[src/rtl/lcd_write_engine.sv]
// lcd_write_engine: FIFO-buffered HD44780 write-cycle generator (setup, EN pulse, execution wait).
// Define LCD_WORD_CNT_EN to add the saturating oWordCnt completed-word counter.
module lcd_write_engine #(
    parameter int SETUP_CYC     = 2,
    parameter int EN_HIGH_CYC   = 16,
    parameter int EXEC_CYC      = 2000,
    parameter int LONG_EXEC_CYC = 82000,
    parameter int FIFO_AW       = 2
) (
    input  logic        iCLK,
    input  logic        iRST_N,
    input  logic [7:0]  iDATA,
    input  logic        iRS,
    input  logic        iStart,
    output logic        oReady,
    output logic        oDone,
    output logic        oBusy,
    output logic [7:0]  LCD_DATA,
    output logic        LCD_RW,
    output logic        LCD_EN,
    output logic        LCD_RS
`ifdef LCD_WORD_CNT_EN
    ,
    output logic [15:0] oWordCnt
`endif
);

    localparam int DEPTH = 1 << FIFO_AW;
    localparam logic [16:0] SETUP_LD = 17'(SETUP_CYC - 1);
    localparam logic [16:0] EN_LD    = 17'(EN_HIGH_CYC - 1);
    localparam logic [16:0] EXEC_LD  = 17'(EXEC_CYC - 1);
    localparam logic [16:0] LONG_LD  = 17'(LONG_EXEC_CYC - 1);

    typedef enum logic [1:0] {IDLE, SETUP, PULSE, EXEC} state_t;

    state_t             state_q, state_d;
    logic [16:0]        cnt_q, cnt_d;
    logic [8:0]         mem_q [DEPTH];
    logic [FIFO_AW-1:0] wr_ptr_q, wr_ptr_d, rd_ptr_q, rd_ptr_d;
    logic [FIFO_AW:0]   count_q, count_d;
    logic               lcd_en_q, lcd_en_d, lcd_rs_q, lcd_rs_d, done_q, done_d;
    logic [7:0]         lcd_data_q, lcd_data_d;
    logic               push, pop, cnt_zero, long_cmd;

    assign oReady   = count_q != (FIFO_AW+1)'(DEPTH);
    assign push     = iStart && oReady;
    assign cnt_zero = cnt_q == '0;
    // Clear display (0x01) and return home (0x02/0x03) need the long execution wait.
    assign long_cmd = !lcd_rs_q && lcd_data_q[7:2] == 6'd0 && lcd_data_q[1:0] != 2'd0;
    assign pop      = count_q != '0 && (state_q == IDLE || (state_q == EXEC && cnt_zero));

    always_comb begin
        wr_ptr_d   = push ? wr_ptr_q + 1'b1 : wr_ptr_q;
        rd_ptr_d   = pop ? rd_ptr_q + 1'b1 : rd_ptr_q;
        count_d    = count_q + (FIFO_AW+1)'(push) - (FIFO_AW+1)'(pop);
        state_d    = state_q;
        cnt_d      = cnt_zero ? cnt_q : cnt_q - 1'b1;
        lcd_en_d   = lcd_en_q;
        lcd_rs_d   = lcd_rs_q;
        lcd_data_d = lcd_data_q;
        done_d     = state_q == EXEC && cnt_zero;
        if (pop) begin
            state_d                = SETUP;
            cnt_d                  = SETUP_LD;
            {lcd_rs_d, lcd_data_d} = mem_q[rd_ptr_q];
        end else if (cnt_zero) begin
            case (state_q)
                SETUP: begin
                    state_d  = PULSE;
                    cnt_d    = EN_LD;
                    lcd_en_d = 1'b1;
                end
                PULSE: begin
                    state_d  = EXEC;
                    cnt_d    = long_cmd ? LONG_LD : EXEC_LD;
                    lcd_en_d = 1'b0;
                end
                EXEC:    state_d = IDLE;
                default: state_d = state_q;
            endcase
        end
    end

    always_ff @(posedge iCLK or negedge iRST_N) begin
        if (!iRST_N) begin
            state_q    <= IDLE;
            cnt_q      <= '0;
            wr_ptr_q   <= '0;
            rd_ptr_q   <= '0;
            count_q    <= '0;
            lcd_en_q   <= 1'b0;
            lcd_rs_q   <= 1'b0;
            lcd_data_q <= '0;
            done_q     <= 1'b0;
            for (int i = 0; i < DEPTH; i++) mem_q[i] <= '0;
        end else begin
            state_q    <= state_d;
            cnt_q      <= cnt_d;
            wr_ptr_q   <= wr_ptr_d;
            rd_ptr_q   <= rd_ptr_d;
            count_q    <= count_d;
            lcd_en_q   <= lcd_en_d;
            lcd_rs_q   <= lcd_rs_d;
            lcd_data_q <= lcd_data_d;
            done_q     <= done_d;
            if (push) mem_q[wr_ptr_q] <= {iRS, iDATA};
        end
    end

    assign oDone    = done_q;
    assign oBusy    = state_q != IDLE || count_q != '0;
    assign LCD_EN   = lcd_en_q;
    assign LCD_RS   = lcd_rs_q;
    assign LCD_DATA = lcd_data_q;
    assign LCD_RW   = 1'b0;

`ifdef LCD_WORD_CNT_EN
    logic [15:0] word_cnt_q, word_cnt_d;

    always_comb word_cnt_d = (done_q && word_cnt_q != 16'hFFFF) ? word_cnt_q + 1'b1 : word_cnt_q;

    always_ff @(posedge iCLK or negedge iRST_N) begin
        if (!iRST_N) word_cnt_q <= '0;
        else         word_cnt_q <= word_cnt_d;
    end

    assign oWordCnt = word_cnt_q;
`endif

endmodule

[config.mk]
export PLATFORM = sky130hd
export DESIGN_NAME = lcd_write_engine
export DESIGN_NICKNAME = d
export VERILOG_FILES = /design/src/rtl/lcd_write_engine.sv
export SDC_FILE = /design/constraint.sdc
export NUM_CORES = 1
export LEC_CHECK = 0
export BUFFER_PORTS_ARGS = -buffer_cell sky130_fd_sc_hd__buf_2
export CAP_MARGIN = 20
export CORE_UTILIZATION = 54
export CTS_CLUSTER_DIAMETER = 150
export DETAILED_ROUTE_END_ITERATION = 10
export PLACE_DENSITY_LB_ADDON = 0.05
export SETUP_SLACK_MARGIN = 0.05
export SLEW_MARGIN = 20
export SYNTH_ARGS = -nofsm -noshare
export SYNTH_HDL_FRONTEND = slang
export SYNTH_SLANG_ARGS = --single-unit
[constraint.sdc]
create_clock -name iCLK -period 3.72 [get_ports iCLK]
set_clock_uncertainty 0.2 [all_clocks]
set_input_delay 0.372 -clock iCLK [delete_from_list [all_inputs] [get_ports iCLK]]
set_output_delay 0.372 -clock iCLK [all_outputs]
set_load 0.02 [all_outputs]
=== After elaboration in Yosys (flattened, before gate mapping) ===
Cells that the tools add are included.

* Bits in registers: 73
* Input bits: 12
* Output and inout bits: 14

* Add/subtract/negate cells: 5
* Magnitude comparators: 3
* Eq/ne operators: 4
* Mux-type cells: 15
* Bitwise logic cells: 3
* Reduce and logical (&&, ||, !) cells: 20

{| class="wikitable"
|+ Operators with widths
! operator !! number
|-
| $mux W17 || 4
|-
| $bwmux W36 || 1
|-
| $pmux W17 S2 || 1
|-
| $mux W9 || 3
|-
| $bmux W9 S2 || 1
|-
| $demux W9 S2 || 1
|-
| $logic_not A17 Y1 || 1
|-
| $sub A17 B1 Y17 const B || 1
|-
| $reduce_bool A2 Y1 || 4
|-
| $ge A3 B3 Y1 const B || 2
|-
| $logic_and A1 B1 Y1 || 6
|-
| $logic_not A6 Y1 || 1
|-
| $not A2 Y3 || 2
|-
| $pmux W2 S3 || 1
|-
| $add A2 B1 Y2 const B || 2
|-
| $eq A2 B2 Y1 const B || 2
|-
| $mux W2 || 2
|-
| $reduce_bool A4 Y1 || 1
|-
| $add A3 B1 Y3 || 1
|-
| $lt A3 B1 Y1 const B || 1
|-
| $ne A3 B3 Y1 const B || 1
|-
| $reduce_and A3 Y1 || 1
|-
| $reduce_bool A3 Y1 || 1
|-
| $sub A3 B1 Y3 || 1
|-
| other kinds (7) || 8
|}

=== Depth between registers and ports, before layout ===
Gate-level depths: netlist of run 1.

* Word-level depth: 7
* Gate-level depth with buffers: 14

=== Least setup slack after synthesis of run 1 ===
No wires, ideal clock.

* Kind: reg2reg
* Start point: reg cnt_q[8]
* End point: reg count_q[2]
* Setup time: 0.123 ns
* Data arrival time: 2.852 ns
* Data required time: 3.397 ns
* Setup slack: 0.545 ns
* Cell stages (with the launch flop): 14
* Buffers on the path: 2
* Clock period less this slack: 3.175 ns
* Path through: dfrtp_1 or4_4 nand2b_1 buf_2 nor3_4 o21ai_1 inv_2 buf_2 ha_1 inv_1 ha_1 inv_1 fa_1 xnor2_1

* Longest elaborated chain between the ends: 5

{| class="wikitable"
|+ Ends and longest elaborated chain
! item !! line !! text
|-
| from (decl) || 37 || <nowiki>logic [16:0] cnt_q, cnt_d;</nowiki>
|-
| from (signal assigned) || 98 || <nowiki>cnt_q <= cnt_d;</nowiki>
|-
| $logic_not A17 Y1 || 47 || <nowiki>assign cnt_zero = cnt_q == '0;</nowiki>
|-
| $logic_and A1 B1 Y1 || - ||
|-
| net done_d || 41 || <nowiki>logic lcd_en_q, lcd_en_d, lcd_rs_q, lcd_rs_d, done_q, done_d;</nowiki>
|-
| $logic_or A1 B1 Y1 || 50 || <nowiki>assign pop = count_q != '0 && (state_q == IDLE || (state_q == EXEC && cnt_zero));</nowiki>
|-
| $logic_and A1 B1 Y1 || 50 ||
|-
| $sub A3 B1 Y3 || 55 || <nowiki>count_d = count_q + (FIFO_AW+1)'(push) - (FIFO_AW+1)'(pop);</nowiki>
|-
| net count_d[2] || 40 || <nowiki>logic [FIFO_AW:0] count_q, count_d;</nowiki>
|-
| to (signal assigned) || 101 || <nowiki>count_q <= count_d;</nowiki>
|-
| to (decl) || 40 ||
|}

The timed path passes the listed nets, and every way through them passes these cells.
A chain may end at the register's enable or synchronous reset.

=== Final worst setup path of run 1 ===
Ends and elaborated chain as after synthesis.

==> flow_summary.ini, run 1 <==
[critical_path]
critPathCaptureType = flop
cp_cell_sequence = or4_4 -> nand2b_1 -> nor3_4 -> o21ai_1 -> inv_2 -> ha_1 -> inv_1 -> ha_1 -> inv_1 -> fa_1 -> xnor2_1
worst-setup-path-type = reg2reg
start_kind = flop
cp_slowest_stage_delay_ps = 580
worst-endpoint-required_ps = 3750
critical_path_peak_fanout = 10
cp_slowest_cell = sky130_fd_sc_hd__or4_4
timing.critical_path.arrival_ps = 3170

[cells_and_area]
antenna_diode_instance_count = 0
nNetsFinal = 326
drive_above_1_share = 0.332
flow.area_growth_from_synthesis_pct = 12.1
most_common_library_cell_in_the_layout_ignoring_fill_and_taps = sky130_fd_sc_hd__dfrtp_1
layout_common_cells = sky130_fd_sc_hd__dfrtp_1 (73), sky130_fd_sc_hd__mux2_2 (46), sky130_fd_sc_hd__buf_2 (24)

[flow_run]
maxCapViolCount = 0

[synthesis]
mappedNetlistNets = 297
synth-async-reset-ratio = 1.00
postSynthCellCount = 273
ranking_of_synthesized_cells_by_area = sky130_fd_sc_hd__dfrtp_1 (52%), sky130_fd_sc_hd__mux2_2 (15%), sky130_fd_sc_hd__mux4_2 (5.8%), sky130_fd_sc_hd__ha_1 (3.9%), sky130_fd_sc_hd__nand2_1 (2.1%)
yosys.area.top_type = sky130_fd_sc_hd__dfrtp_1
synth_edf_count = 0
yosysWarningCount = 0
synthesis.area_per_instance_um2 = 12.8
ys_seq_area_frac = 0.523
postSynth.topFlopCell = sky130_fd_sc_hd__dfrtp_1
ys_ff_latch = 73
synthDominantCellAreaShare = 0.523
syn-cell-area_um2 = 3490
count_of_unique_library_cells_instantiated_by_yosys = 47

[routing]
route.vias.total = 2181
drt_iter0_markers = 112
post-route-drc-count = 0
wirelength_per_cell_um = 17.1
finalWirelength_mm = 6.52
drt-vias-per-instance = 5.71
ant_nets = 0
drt_pre_antenna_iters = 4

[timing]
worst-slew-pin-transition_ps = 787
fmax_mhz = 319
timing.final.max_slew_violations = 0
slew_headroom = 0.471
setup_violations = 0
setup-tns-final_ps = 0
rsz_0062_raised_after_global_routing = false
post-route-period-util = 0.844
hold_viol = 0
min_period_ps = 3140

[die]
die_height_um = 82.4
initial_core_util = 0.573
die_width_um = 82.4
boundaryPins = 26
dieArea_um2 = 6790
placeable_core_area_um2 = 6100
placementRows = 28

[outcome]
outcome = finished clean

[power_and_ir_drop]
share_comb_of_total_power = 0.228
seq_power_share = 0.476
power_density_nw_per_um2 = 611
switching_share = 0.258
internal_power_mw = 1.78
switchingPower_uw = 617
cellLeakagePower_nw = 1.75
design_power_total_mw = 2.39
vdd.ir_drop.worst_mv = 0.450
power.share.clock = 0.296

[clock_tree]
numCtsBuffers = 9
cts.path.max_buffers = 2
cts_resized = 0
cts.reportedPaths.clkPinSlew_ps = 80
clkLatencyLatePin_ps = 340
cts_hold_buffers = 1
cts_post_setup_buffers_inserted = 0
clk_root_buffer_cell = sky130_fd_sc_hd__clkbuf_8
clock_sink_count = 73
tritoncts = done
cts_max_level = 3

[global_routing]
grt_overflow = 0
first_global_vias = 2235
antenna_found_initial = 0
grtUsageTotal = 0.221
grt_pass1_wl_mm = 10.8
maximum_number_of_pins_on_one_net_before_global_route_repair = 30

[placement]
dpl.hpwl_mm = 4.49
gp_congestion = 0.821
placement.io_buffers = 24

[worst_hold_path]
hp-class = in2reg
-- power by group through the flow --
stage	Sequential, mW	Combinational (mW)	Clock [mW]
6_report	1.14	0.545	0.708
3_5_place_dp	1.16	0.553	0
4_1_cts	1.14	0.555	0.721
3_3_place_gp	1.15	0.534	0
2_1_floorplan	1.12	0.449	0
5_1_grt	1.17	0.610	0.742
-- sequential cells by signal, indices dropped and copies added, names as in the netlist --
register / flops
LCD_RS: 1
state_q: 2
wr_ptr_q: 2
cnt_q: 17
count_q: 3
oDone: 1
LCD_DATA: 8
rd_ptr_q: 2
LCD_EN: 1
mem_q: 36
-- metrics by stage --
stage	cell area, µm²	worst slack [ps]	cells	utilization	hold WS, ps
3_5_place_dp	3680	603	365	0.603	176
5_1_grt	3920	360	382	0.642	103
4_1_cts	3920	589	382	0.642	96.3
2_1_floorplan	3490	545	273	-	-124
3_3_place_gp	3680	690	365	0.603	174
6_report	3920	581	382	0.642	106
-- cells by family after synthesis --
logic type | after synthesis | synth area share
muxes | 57 | 0.212
adders and majority gates | 12 | 0.0451
other | 1 | 0.00107
AOI/OAI and AO/OA | 33 | 0.0648
and+or+nand+nor | 66 | 0.106
buffers and inverters | 24 | 0.0304
DFF | 73 | 0.523
xor gates and xnor gates | 7 | 0.0176
-- path summary, 6_finish.rpt --
path                       slack [ps]                  start               endpoint  depth (start not counted)
setup / recovery                  580     cnt_q[8]$_DFF_PN0_   count_q[2]$_DFF_PN0_                         11
hold / removal                    110               iDATA[6]  mem_q[15]$_DFFE_PN0P_                          2
setup reg to reg                  580     cnt_q[8]$_DFF_PN0_   count_q[2]$_DFF_PN0_                         11
hold reg to reg                   300  mem_q[10]$_DFFE_PN0P_  mem_q[10]$_DFFE_PN0P_                          1
max in group asynchronous        2230                 iRST_N  mem_q[23]$_DFFE_PN0P_                          3
min in group asynchronous         340                 iRST_N   count_q[2]$_DFF_PN0_                          2
-- worst max-delay path, delay by kind of cell, from the launching register on --
family / cells / cell delay (ps)
AOI/OAI and AO/OA: 1 / 160
xor gates and xnor gates: 1 / 130
buffers and inverters: 3 / 200
DFF: 1 / 450
adders and majority gates: 3 / 720
and+or+nand+nor: 3 / 1180
-- layer usage --
| layer | routed length, µm | GRT usage | vias to the layer above |
|---|---|---|---|
| li1 | - | - | 1052 |
| met1 | 3100 | 0.291 | 1085 |
| met2 | 3140 | 0.360 | 33 |
| met3 | 150 | 0.0363 | 11 |
| met4 | 123 | 0.100 | 0 |
| met5 | 0 | 0 | - |
-- cells in the mapped netlist, types with 3 or more instances --
library cell               count
sky130_fd_sc_hd__o21ai_0       7
sky130_fd_sc_hd__mux4_2        9
sky130_fd_sc_hd__a31oi_1       3
sky130_fd_sc_hd__xnor2_1       5
sky130_fd_sc_hd__nor2_1        5
sky130_fd_sc_hd__buf_2         4
sky130_fd_sc_hd__nand2_1      20
sky130_fd_sc_hd__mux2_2       46
sky130_fd_sc_hd__or3_1         8
sky130_fd_sc_hd__ha_1         11
sky130_fd_sc_hd__nor3_1        8
sky130_fd_sc_hd__a21oi_1       5
sky130_fd_sc_hd__nor4_1        5
sky130_fd_sc_hd__inv_1        13
sky130_fd_sc_hd__dfrtp_1      73
sky130_fd_sc_hd__a211oi_1      6
-- cell type report --
type	instances	area (µm²)
repair buffers	28	153
inverters	14	52.6
fillers	510	2180
clock inverters	5	77.6
clock buffers	11	151
flip-flops and latches	73	1830
well taps	75	93.8
multi-input cells	176	1560
Note: power is estimated with default switching activity, not from simulation.
==> run 2, diff against run 1 <==
--- a/config.mk
+++ b/config.mk
@@ -5,6 +5,7 @@
 export SDC_FILE = /design/constraint.sdc
 export NUM_CORES = 1
 export LEC_CHECK = 0
+export ABC_AREA = 1
 export BUFFER_PORTS_ARGS = -buffer_cell sky130_fd_sc_hd__buf_2
 export CAP_MARGIN = 20
 export CORE_UTILIZATION = 54
==> constraint.sdc (replaced) <==
create_clock -name iCLK -period 2.7 [get_ports iCLK]
set_clock_uncertainty 0.2 [all_clocks]
set_input_delay 0.27 -clock iCLK [delete_from_list [all_inputs] [get_ports iCLK]]
set_output_delay 0.27 -clock iCLK [all_outputs]
set_load 0.02 [all_outputs]
==> run 2 against run 1 <==
Effect of this change: global-route usage grew 1.2 points; fmax grew 24%; sequential cell count is the same; worst setup slack lost 420 ps; total power grew 29%; cell area grew 5.6%; cell count grew 48%; via count grew 36%; worst hold slack lost 86 ps; critical path depth grew 3; register-to-register slack lost 420 ps; largest cell class unchanged.
==> flow_summary.ini, run 2 <==
[synthesis]
yosysWarningCount = 0
mappedNetlistNets = 478
synth_edf_count = 0
post_synth_and_or_nand_nor_area_fraction = 0.271
synth.most_common_cell = sky130_fd_sc_hd__nand2_1
ys_seq_area_frac = 0.493
postSynth.topFlopCell = sky130_fd_sc_hd__dfrtp_1
synth-adder-area-share = 0.0426
synth-async-reset-ratio = 1.00
yosys.area.top_type = sky130_fd_sc_hd__dfrtp_1
synthDominantCellAreaShare = 0.493
ranking_of_synthesized_cells_by_area = sky130_fd_sc_hd__dfrtp_1 (49%), sky130_fd_sc_hd__nand2_1 (12%), sky130_fd_sc_hd__nor2_1 (6.6%), sky130_fd_sc_hd__o21ai_0 (4.5%), sky130_fd_sc_hd__inv_1 (3.9%)
count_of_unique_library_cells_instantiated_by_yosys = 35
post_synth_mux_area_share = 0
postSynthCellCount = 454
syn-cell-area_um2 = 3700
synth_top_family_by_area = simple AND/OR/NAND/NOR gates
synthesis.area_per_instance_um2 = 8.16
ys_ff_latch = 73
compound_gate_fraction_of_synth_area = 0.111
post_synth_most_frequent_cells = sky130_fd_sc_hd__nand2_1 (123), sky130_fd_sc_hd__dfrtp_1 (73), sky130_fd_sc_hd__nor2_1 (65)
synth_xor_area_frac = 0.0165

[timing]
slew_headroom = 0.506
hold_ws_ps = 20.2
timing.final.max_slew_violations = 0
min_period_ps = 2540
setup_violations = 0
worst-slew-pin-transition_ps = 740
post-route-period-util = 0.941
rsz_0062_raised_after_global_routing = true
hold_viol = 0
fmax_mhz = 394

[routing]
wirelength_per_cell_um = 13.6
ant_nets = 0
drt_pre_antenna_iters = 4
drt_iter0_markers = 157
route.vias.total = 2958
drt-vias-per-instance = 5.23
post-route-drc-count = 0
finalWirelength_mm = 7.72

[die]
dieArea_um2 = 7200
placeable_core_area_um2 = 6490
placementRows = 29
die_height_um = 84.8
die_width_um = 84.8
initial_core_util = 0.570
boundaryPins = 26

[clock_tree]
cts.reportedPaths.clkPinSlew_ps = 80
clk_root_buffer_cell = sky130_fd_sc_hd__clkbuf_8
clkLatencyLatePin_ps = 340
numCtsBuffers = 9
cts_max_level = 3
cts.path.max_buffers = 2
clock_sink_count = 73
tritoncts = done

[placement]
placement.io_buffers = 24
gp_congestion = 0.852
dpl.hpwl_mm = 5.19

[flow_run]
maxCapViolCount = 0

[cells_and_area]
multi_input_comb_area_um2 = 1640
regArea_um2 = 1830
layout_common_cells = sky130_fd_sc_hd__nand2_1 (123), sky130_fd_sc_hd__dfrtp_1 (73), sky130_fd_sc_hd__nor2_1 (65)
largest_register_ffs = 36
final_core_util = 0.637
antenna_diode_instance_count = 0
most_common_library_cell_in_the_layout_ignoring_fill_and_taps = sky130_fd_sc_hd__nand2_1
num-fill-cells = 560
flow.area_growth_from_synthesis_pct = 11.6
drive_above_1_share = 0.143
nNetsFinal = 508
registers.top_by_ff_count = mem_q

[critical_path]
worst-endpoint-required_ps = 2730
critical_path_peak_fanout = 3
cp-startpoint = cnt_q[0]$_DFF_PN0_
critPathCaptureType = flop
reg_to_reg_critical_path_startpoint = cnt_q[0]$_DFF_PN0_
timing.critical_path.arrival_ps = 2570
worst-setup-path-type = reg2reg
start_kind = flop

[global_routing]
antenna_found_initial = 0
grt_pass1_wl_mm = 13.1
grt_overflow = 0
grtUsageTotal = 0.234
maximum_number_of_pins_on_one_net_before_global_route_repair = 44
first_global_vias = 2806

[power_and_ir_drop]
power_density_nw_per_um2 = 747
cellLeakagePower_nw = 2.07
vdd.ir_drop.worst_mv = 0.593

[outcome]
outcome = finished clean

[worst_hold_path]
hp-start = iDATA[0]
hp-class = in2reg
run 2: report_power, final:
group	internal [mW]	switching, mW	total [mW]
Sequential	1.38	0.163	1.54
Combinational	0.277	0.383	0.660
Clock	0.478	0.408	0.886
Total	2.14	0.954	3.09
run 2: path summary, 6_finish.rpt:
path | cells after the start | slack, ps | end
setup / recovery | 14 | 160 | count_q[2]$_DFF_PN0_
hold / removal | 3 | 20 | mem_q[9]$_DFFE_PN0P_
setup reg to reg | 14 | 160 | count_q[2]$_DFF_PN0_
hold reg to reg | 2 | 270 | LCD_EN$_DFFE_PN0P_
max in group asynchronous | 3 | 1300 | mem_q[4]$_DFFE_PN0P_
min in group asynchronous | 2 | 330 | oDone$_DFF_PN0_
run 2: worst max-delay path, cell delays in order, from the launching register on:
cell and delay [ps]:
sky130_fd_sc_hd__dfrtp_1 420, sky130_fd_sc_hd__inv_2 80, sky130_fd_sc_hd__ha_1 160, sky130_fd_sc_hd__inv_1 40, sky130_fd_sc_hd__nor2_1 70, sky130_fd_sc_hd__nand2_1 90, sky130_fd_sc_hd__nor2_4 150, sky130_fd_sc_hd__nand3_4 100
sky130_fd_sc_hd__a21oi_4 140, sky130_fd_sc_hd__ha_1 240, sky130_fd_sc_hd__inv_1 50, sky130_fd_sc_hd__ha_1 130, sky130_fd_sc_hd__inv_1 50, sky130_fd_sc_hd__fa_1 370, sky130_fd_sc_hd__xnor2_1 130
run 2: logic make-up (layout without fill, tap and decap cells):
kind of cell / Yosys count / in the layout
fa+ha+maj: 12 / 12
buf+inv: 57 / 92
flops: 73 / 73
xor+xnor: 7 / 7
compound gates: 72 / 72
simple gates: 232 / 232
other cells: 1 / 1
run 2: what timing repair did:
item                       CTS  global route
gates resized for setup      0             2
hold buffers                 1             0
setup buffers                0             5
setup endpoints to repair    0             2
hold endpoints to repair    30             0
run 2: metrics by stage:
step	instance area (µm²)	std cells	power, mW	setup WS (ps)	TNS [ps]
2_1_floorplan	3700	454	2.06	63.2	0
3_3_place_gp	3880	544	2.20	199	0
3_5_place_dp	3880	544	2.23	129	0
4_1_cts	4100	561	3.12	109	0
5_1_grt	4140	566	3.31	-4.70	-4.70
6_report	4140	566	3.09	160	0
run 2: final cells by class:
cell class | count | share of cell area
timing repair buffer | 34 | 0.0508
clock buffer | 12 | 0.0375
sequential | 73 | 0.442
inverter | 42 | 0.0381
multi-input combinational | 324 | 0.396
clock inverter | 4 | 0.0124
tap | 77 | 0.0233
run 2: metal layers:
layer,share of wire,wire (µm),up-vias,track usage
met5,0,0,-,0
met4,0.016,121,0,0.0878
met3,0.027,208,9,0.0350
met2,0.49,3800,55,0.392
met1,0.46,3590,1385,0.310
li1,-,-,1509,-
==> run 3, diff against run 2 <==
--- a/config.mk
+++ b/config.mk
@@ -8,7 +8,7 @@
 export ABC_AREA = 1
 export BUFFER_PORTS_ARGS = -buffer_cell sky130_fd_sc_hd__buf_2
 export CAP_MARGIN = 20
-export CORE_UTILIZATION = 54
+export CORE_UTILIZATION = 37
 export CTS_CLUSTER_DIAMETER = 150
 export DETAILED_ROUTE_END_ITERATION = 10
 export PLACE_DENSITY_LB_ADDON = 0.05
==> run 3 against run 2 <==
Effect of this change: via count shrank 0.24%; core utilization shrank 20 points; sequential power is essentially flat; register-to-register slack lost 30 ps; non-clock buffer count grew 3; fmax shrank 1.1%; first-iteration DRC count shrank 19%; cell area grew 2.7%; highest routed layer unchanged.
==> flow_summary.ini, run 3 (synthesis results as in run 2) <==
[die]
placeable_core_area_um2 = 9730
boundaryPins = 26
die_height_um = 102
dieArea_um2 = 10400
placementRows = 36
initial_core_util = 0.381
die_width_um = 102

[cells_and_area]
largest_register_ffs = 36
drive_above_1_share = 0.165
antenna_diode_instance_count = 0
layout_common_cells = sky130_fd_sc_hd__nand2_1 (123), sky130_fd_sc_hd__dfrtp_1 (73), sky130_fd_sc_hd__nor2_1 (65)
flow.area_growth_from_synthesis_pct = 14.6
nNetsFinal = 511
registers.top_by_ff_count = mem_q
most_common_library_cell_in_the_layout_ignoring_fill_and_taps = sky130_fd_sc_hd__nand2_1

[critical_path]
cp_slowest_cell = sky130_fd_sc_hd__fa_2
cp-startpoint = cnt_q[0]$_DFF_PN0_
timing.critical_path.arrival_ps = 2620
worst_r2r_path_depth = 14
critical_path_peak_fanout = 4
crit_cells = 14
start_kind = flop
reg_to_reg_critical_path_startpoint = cnt_q[0]$_DFF_PN0_
worst-setup-path-type = reg2reg
timing.critical_path.buf_inv = 5
endpoint = count_q[1]$_DFF_PN0_
most_common_cell_type_on_the_critical_path = sky130_fd_sc_hd__inv_2
path_delay_family = adder cells
worst-endpoint-required_ps = 2750
cp_cell_sequence = inv_2 -> ha_4 -> inv_2 -> nor2_1 -> nand2_1 -> nor2_4 -> nand3_4 -> a21oi_4 -> ha_4 -> inv_2 -> ha_4 -> inv_2 -> fa_2 -> inv_2
cp_slowest_stage_delay_ps = 530
critPathCaptureType = flop
r2r_end = count_q[1]$_DFF_PN0_
worst-r2r-setup-slack_ps = 130

[timing]
worst-slew-pin-transition_ps = 964
rsz_0062_raised_after_global_routing = true
timing.final.max_slew_violations = 0
hold_viol = 0
setup-tns-final_ps = 0
min_period_ps = 2570
post-route-period-util = 0.951
slew_headroom = 0.357
hold_ws_ps = 17.7
fmax_mhz = 389
setup_violations = 0

[clock_tree]
cts.reportedPaths.clkPinSlew_ps = 80
cts.path.max_buffers = 2
tritoncts = done
clk_root_buffer_cell = sky130_fd_sc_hd__clkbuf_8
clkLatencyLatePin_ps = 350
cts_max_level = 3
clock_sink_count = 73
numCtsBuffers = 9

[routing]
wirelength_per_cell_um = 13.4
post-route-drc-count = 0
drt_iter0_markers = 127
wl_met2_mm = 4.05
finalWirelength_mm = 8.40
highest_layer = met4
drt_pre_antenna_iters = 4
detailroute.wirelength.met3_um = 157
met1Wirelength_mm = 4.02
ant_nets = 0
route.vias.total = 2951
drt-vias-per-instance = 4.72

[flow_run]
maxCapViolCount = 0

[global_routing]
antenna_found_initial = 0
grtUsageTotal = 0.185
maximum_number_of_pins_on_one_net_before_global_route_repair = 74
grt_overflow = 0
grt_pass1_wl_mm = 14.6
first_global_vias = 3014

[worst_hold_path]
hp-class = in2reg
min_path_cells = 3

[power_and_ir_drop]
cellLeakagePower_nw = 2.07
vdd.ir_drop.worst_mv = 0.381
design_power_total_mw = 3.11
power_density_nw_per_um2 = 732

[outcome]
outcome = finished clean

[placement]
dpl.hpwl_mm = 5.62
placement.io_buffers = 24
gp_congestion = 0.760
==> run 3: cell types whose count changed in the layout (fill, tap and decap cells not counted), moves of 2 or more <==
cell,before,now
sky130_fd_sc_hd__ha_4,0,3
sky130_fd_sc_hd__ha_1,11,8
sky130_fd_sc_hd__buf_4,8,12
sky130_fd_sc_hd__inv_1,36,32
sky130_fd_sc_hd__clkinv_2,1,3
sky130_fd_sc_hd__clkbuf_8,11,9
sky130_fd_sc_hd__inv_2,5,9
==> run 3: area by class of cell <==
type / count / area [µm²]
Sequential cell: 73 / 1830
Multi-Input combinational cell: 324 / 1680
Tap cell: 133 / 166
Clock buffer: 9 / 124
Inverter: 42 / 158
Timing Repair Buffer: 37 / 225
Fill cell: 1033 / 5480
Clock inverter: 7 / 68.8
==> run 3: routing by layer <==
metal / vias to the layer above / track usage
li1: 1518 / -
met1: 1384 / 0.232
met2: 33 / 0.320
met3: 16 / 0.0253
met4: 0 / 0.0780
met5: - / 0
==> run 3: worst min-delay path by stage <==
| stage | to | start | slack [ps] |
|---|---|---|---|
| after global placement | LCD_EN$_DFFE_PN0P_ | LCD_EN$_DFFE_PN0P_ | 250 |
| after detailed placement | LCD_EN$_DFFE_PN0P_ | LCD_EN$_DFFE_PN0P_ | 270 |
| after floorplan | LCD_DATA[0]$_DFFE_PN0N_ | iRST_N | -230 |
| after CTS | mem_q[0]$_DFFE_PN0P_ | iDATA[0] | 2 |
| after global routing | mem_q[9]$_DFFE_PN0P_ | iDATA[0] | 40 |
| final | mem_q[2]$_DFFE_PN0P_ | iDATA[2] | 20 |
==> run 3: stage by stage <==
step / std cells / area, µm² / util / worst slack, ps
3_5_place_dp: 601 / 3950 / 0.406 / 131
4_1_cts: 619 / 4160 / 0.428 / 136
3_3_place_gp: 601 / 3950 / 0.406 / 172
6_report: 625 / 4250 / 0.436 / 132
5_1_grt: 625 / 4250 / 0.436 / 7.43
2_1_floorplan: 454 / 3700 / - / 63.2
==> run 3: timing repair <==
item	CTS	global route
hold endpoints to repair	74	0
resized for setup	0	12
buffers inserted	0	6
endpoints found under the setup margin	0	2
hold buffers	2	0
==> run 3: where the power goes <==
part	switching (mW)	internal [mW]
logic	0.403	0.294
clock network	0.439	0.425
registers	0.166	1.38
==> run 3: worst register-to-register path: cells and delay by family (launching register included) <==
family          cells  cell delay (ps)
compound gates      1              200
flops               1              420
simple gates        4              440
buf+inv             5              240
fa+ha+maj           4              990
